[config.mk]
export PLATFORM = sky130hd
export DESIGN_NAME = wrr_arbiter
export DESIGN_NICKNAME = d
export VERILOG_FILES = /design/src/rtl/wrr_arbiter.sv
export SDC_FILE = /design/constraint.sdc
export NUM_CORES = 1
export LEC_CHECK = 0
export CAP_MARGIN = 10
export CORE_MARGIN = 1
export CORE_UTILIZATION = 55
export CTS_CLUSTER_DIAMETER = 40
export DETAILED_ROUTE_END_ITERATION = 16
export DONT_BUFFER_PORTS = 1
export PLACE_DENSITY_LB_ADDON = 0.12
export SLEW_MARGIN = 40
export SYNTH_ARGS = -nofsm -noshare
export SYNTH_HDL_FRONTEND = slang
export SYNTH_SLANG_ARGS = --single-unit
[constraint.sdc]
create_clock -name clk -period 5.6 [get_ports clk]
set_clock_uncertainty 0.15 [all_clocks]
set_input_delay 0.84 -clock clk [delete_from_list [all_inputs] [get_ports clk]]
set_output_delay 0.84 -clock clk [all_outputs]
set_load 0.01 [all_outputs]
[src/rtl/wrr_arbiter.sv]
// Weighted round-robin arbiter with per-requester packet credits for router output ports.
// Define WRR_ARB_LOCK_EN to hold a grant across multi-flit packets (TAIL honoured).
module wrr_arbiter #(
    parameter int unsigned NR    = 5,
    parameter int unsigned WW    = 4,
    parameter int unsigned PTR_W = $clog2(NR)
) (
    input  logic             clk,
    input  logic             rst,
    input  logic             en,
    input  logic [NR-1:0]    req,
    input  logic [NR-1:0]    tail,
    input  logic [NR*WW-1:0] weight,
    output logic [NR-1:0]    grt,
    output logic             grt_vld,
    output logic [PTR_W-1:0] grt_idx
);

    logic [PTR_W-1:0] ptr_q;
    logic [WW-1:0]    credit_q [NR];
    logic [WW-1:0]    wt_eff   [NR];
    logic [NR-1:0]    elig;
    logic [NR-1:0]    cand;
    logic [PTR_W-1:0] pick_idx;
    logic             pick_vld;
    logic [PTR_W-1:0] win_idx;
    logic             win_vld;
    logic             gnt_evt;
    logic             pkt_end;
    logic             reload;

    // Fall back to the raw request vector once every requester has spent its credits.
    always_comb begin
        elig = '0;
        for (int i = 0; i < NR; i++) begin
            wt_eff[i] = (weight[i*WW +: WW] == '0) ? WW'(1) : weight[i*WW +: WW];
            elig[i]   = req[i] && (credit_q[i] != '0);
        end
        cand     = (elig != '0) ? elig : req;
        pick_vld = (cand != '0);
        pick_idx = '0;
        for (int i = NR - 1; i >= 0; i--) begin
            if (cand[i]) pick_idx = PTR_W'(i);
        end
        for (int i = NR - 1; i >= 0; i--) begin
            if (cand[i] && (i >= int'(ptr_q))) pick_idx = PTR_W'(i);
        end
    end

`ifdef WRR_ARB_LOCK_EN
    typedef enum logic {StIdle, StHold} st_e;
    st_e              st_q;
    logic [PTR_W-1:0] owner_q;

    // While a packet is in flight only its owner may win; a dropped request is a bubble.
    always_comb begin
        if (st_q == StHold) begin
            win_vld = req[owner_q];
            win_idx = owner_q;
        end else begin
            win_vld = pick_vld;
            win_idx = pick_idx;
        end
        if (rst) begin
            win_vld = 1'b0;
            win_idx = '0;
        end
    end

    assign pkt_end = gnt_evt & tail[win_idx];
`else
    logic unused_tail;
    assign unused_tail = ^tail;

    always_comb begin
        win_vld = pick_vld & ~rst;
        win_idx = rst ? '0 : pick_idx;
    end

    assign pkt_end = gnt_evt;
`endif

    assign gnt_evt = win_vld & en;
    assign grt     = win_vld ? (NR'(1) << win_idx) : '0;
    assign grt_vld = win_vld;
    assign grt_idx = win_vld ? win_idx : '0;
    // A winner with no credit can only have been picked from the exhausted pool.
    assign reload  = (credit_q[win_idx] == '0);

    always_ff @(posedge clk) begin
        if (rst) begin
            ptr_q <= '0;
            for (int i = 0; i < NR; i++) credit_q[i] <= wt_eff[i];
`ifdef WRR_ARB_LOCK_EN
            st_q    <= StIdle;
            owner_q <= '0;
`endif
        end else if (gnt_evt) begin
            if (pkt_end) begin
                ptr_q <= (win_idx == PTR_W'(NR - 1)) ? '0 : win_idx + PTR_W'(1);
                if (reload) begin
                    for (int i = 0; i < NR; i++) credit_q[i] <= wt_eff[i];
                    credit_q[win_idx] <= wt_eff[win_idx] - WW'(1);
                end else begin
                    credit_q[win_idx] <= credit_q[win_idx] - WW'(1);
                end
            end
`ifdef WRR_ARB_LOCK_EN
            if (pkt_end) begin
                st_q <= StIdle;
            end else begin
                st_q    <= StHold;
                owner_q <= win_idx;
            end
`endif
        end
    end

endmodule
==> flow_summary.json <==
{
  "outcome": "complete, no violations",
  "end_kind": "flip-flop",
  "place_ws_ns": 0.909,
  "synth_edf_count": 20,
  "area.growth.synth_to_final_pct": 3.04,
  "h-tree-depth": 1,
  "synthXorXnorAreaFrac_pct": 0.776,
  "cts.reportedPaths.clkPinSlew_ns": 0.08,
  "critPathKind": "flip-flop to flip-flop",
  "max_cap_viol_count": 0,
  "fmax_mhz": 209,
  "dieArea_um2": 4060,
  "grt_max_degree": 24,
  "numPortBuffers": 0,
  "synth_top_family_by_area": "compound AO/OA/AOI/OAI gates",
  "cts_tree": "done",
  "viasPerCell": 6.72,
  "cts-root-buf": "clkbuf_8",
  "cts.sinks": 23,
  "final_util_pct": 59.0,
  "insertedDiodeCount": 0,
  "setup.worst_path.start_class": "flip-flop",
  "synthArstFlopShare_pct": 0,
  "vias": 1855,
  "setup_violations": 0,
  "die_w_um": 63.7,
  "grt_pass1_wl_um": 8420,
  "ys_types": 55,
  "synth_compound_area_share_pct": 29.7,
  "p_per_area_nw_per_um2": 237,
  "finalSetupTns_ns": 0,
  "globalplace.congestion": 0.884,
  "synth-seq-area-share_pct": 31.5,
  "worst_hold_path_type": "flip-flop to flip-flop",
  "drt_iter0_drc": 143,
  "synth.area.mux_share_pct": 7.76,
  "post-route-drc-count": 0,
  "io_pins": 42,
  "multi_input_area_um2": 1370,
  "synth_seq_cells": 23,
  "start_util_pct": 57.2,
  "synth_nets": 271,
  "slew_violations": 0,
  "dpl.hpwl_um": 4100,
  "dr.pass1.iters": 5,
  "clk_latency_ns": 0.26,
  "final.period_utilization_pct": 85.6,
  "antenna_found_initial": 0,
  "overflow": 0,
  "cts_hold_buf": 0,
  "final_antenna_net_count": 0,
  "grtUsageTotal_pct": 27.2,
  "synth_cells": 232,
  "syn-mean-instance-area_um2": 9.03,
  "num-fill-cells": 333,
  "postCtsResizedCells": 0,
  "drive_gt1_share_pct": 16.7,
  "ff_latch_area_um2": 661,
  "p_leak_nw": 0.795,
  "cts_made_buffers": 3,
  "cts_setup_buffers": 0,
  "core_um2": 3660,
  "tightest_slew_ns": 0.725,
  "crit_arrival_ns": 4.66,
  "ys.flop_type": "edfxtp_1",
  "crit_required_ns": 5.46,
  "rsz0062_at_grt": "false",
  "wl_um": 5240,
  "layout.nets": 268,
  "die_h_um": 63.7,
  "rows": 22,
  "ir_worst_vdd_mv": 0.137,
  "synth-adder-area-share_pct": 3.58,
  "slew_headroom_pct": 51.3,
  "max-clock-path-buffers": 2,
  "final.setup.worst_slack_ns": 0.805,
  "syn-cell-area_um2": 2100,
  "hold_violations": 0,
  "wl_per_cell_um": 19.0,
  "crit_fanout": 23,
  "synth-simple-area-share_pct": 23.4,
  "ys_warn_count": 0,
  "grt_pass1_vias": 1798,
  "post-route-min-period_ns": 4.79
}
[layout make-up]
class                   count  area share [%]
flip-flops and latches     23            30.6
inverters                   3           0.521
repair buffers              2           0.695
multi-input cells         196            63.3
well taps                  48            2.78
clock buffers               3            1.91
clock inverters             1           0.232
[per-layer routing]
metal | wire length [um] | part of all wire, % | track usage (%) | vias up
met4 | 133 | 2.5 | 12.5 | 0
met2 | 2530 | 48 | 45.1 | 92
met1 | 2240 | 43 | 34.6 | 862
met5 | 0 | 0 | 0 | -
li1 | - | - | - | 887
met3 | 337 | 6.4 | 4.29 | 14
[sequential cells by signal, summed over array words and instances (netlist names)]
| register | flops |
|---|---|
| credit_q | 20 |
| ptr_q | 3 |
[where the power goes]
part	internal, mW	leakage (nW)	switching [mW]
logic	0.0738	0.549	0.115
clock network	0.0496	0.0255	0.0517
registers	0.206	0.221	0.0148
[worst paths after layout]
path             startpoint              to  slack (ns)  depth (start not counted)
max          credit_q[1][1]  credit_q[2][2]        0.81                         13
min                ptr_q[1]        ptr_q[1]        0.42                          2
max reg2reg  credit_q[1][1]  credit_q[2][2]        0.81                         13
min reg2reg        ptr_q[1]        ptr_q[1]        0.42                          2
[stage by stage]
step                      total power, mW  cells  area (um2)  hold slack (ns)
after floorplan                     0.373    232        2100            0.356
after global placement              0.404    272        2110            0.394
after detailed placement            0.410    272        2110            0.409
after CTS                           0.510    276        2160            0.425
after global routing                0.536    276        2160            0.458
final                               0.511    276        2160            0.425
[cell families (layout without fill, tap and decap cells)]
group | count (synthesis) | after routing
AND/OR/NAND/NOR | 101 | 101
AO/OA/AOI/OAI | 73 | 73
flip-flops | 23 | 23
multiplexers | 15 | 15
buffers and inverters | 13 | 9
adder cells (fa/ha/maj) | 6 | 6
XOR/XNOR | 1 | 1
[worst max-delay path, stage by stage (launching register included)]
cell and delay [ns]:
edfxtp_1 0.44, o41ai_4 0.61, nand3_1 0.18, a211o_1 0.31, a31oi_1 0.27, a21o_1 0.50
inv_2 0.34, mux2i_1 0.32, o22a_1 0.28, a31oi_1 0.11, o22a_2 0.29, ha_1 0.26
xnor2_2 0.19, mux2_2 0.29
[synthesized netlist by cell type (all sizes together), types with 2 or more instances]
cell	instances	area, um2
ha	6	75.1
a31oi	8	65.1
and2	5	36.3
dfxtp	3	60.1
nand2	34	130
edfxtp	20	601
a31o	2	17.5
nand4	2	12.5
mux2i	5	50.1
a211oi	7	57.6
a21boi	4	30.0
buf	6	42.5
mux2	10	113
inv	3	11.3
a21o	3	22.5
nand3	7	35.0
nor3	12	65.1
clkbuf	4	15.0
nor4	2	27.5
a221oi	3	26.3
nand3b	2	15.0
o22a	8	90.1
nor2	28	105
o41ai	6	113
o21ai	11	55.1
and3	3	18.8
a21oi	14	70.1
[layout by cell type (no fill, tap or decap), types with 4 or more instances in the layout]
cell,n
o21ai_0,9
mux2_2,10
nand2_1,33
nor3_1,11
a21oi_1,14
nand3_1,7
mux2i_1,5
a31oi_1,7
o22a_1,4
nor2_1,28
edfxtp_1,20
a211oi_1,6
ha_1,6
a21boi_0,4
Note: power is estimated with default switching activity, not from simulation.
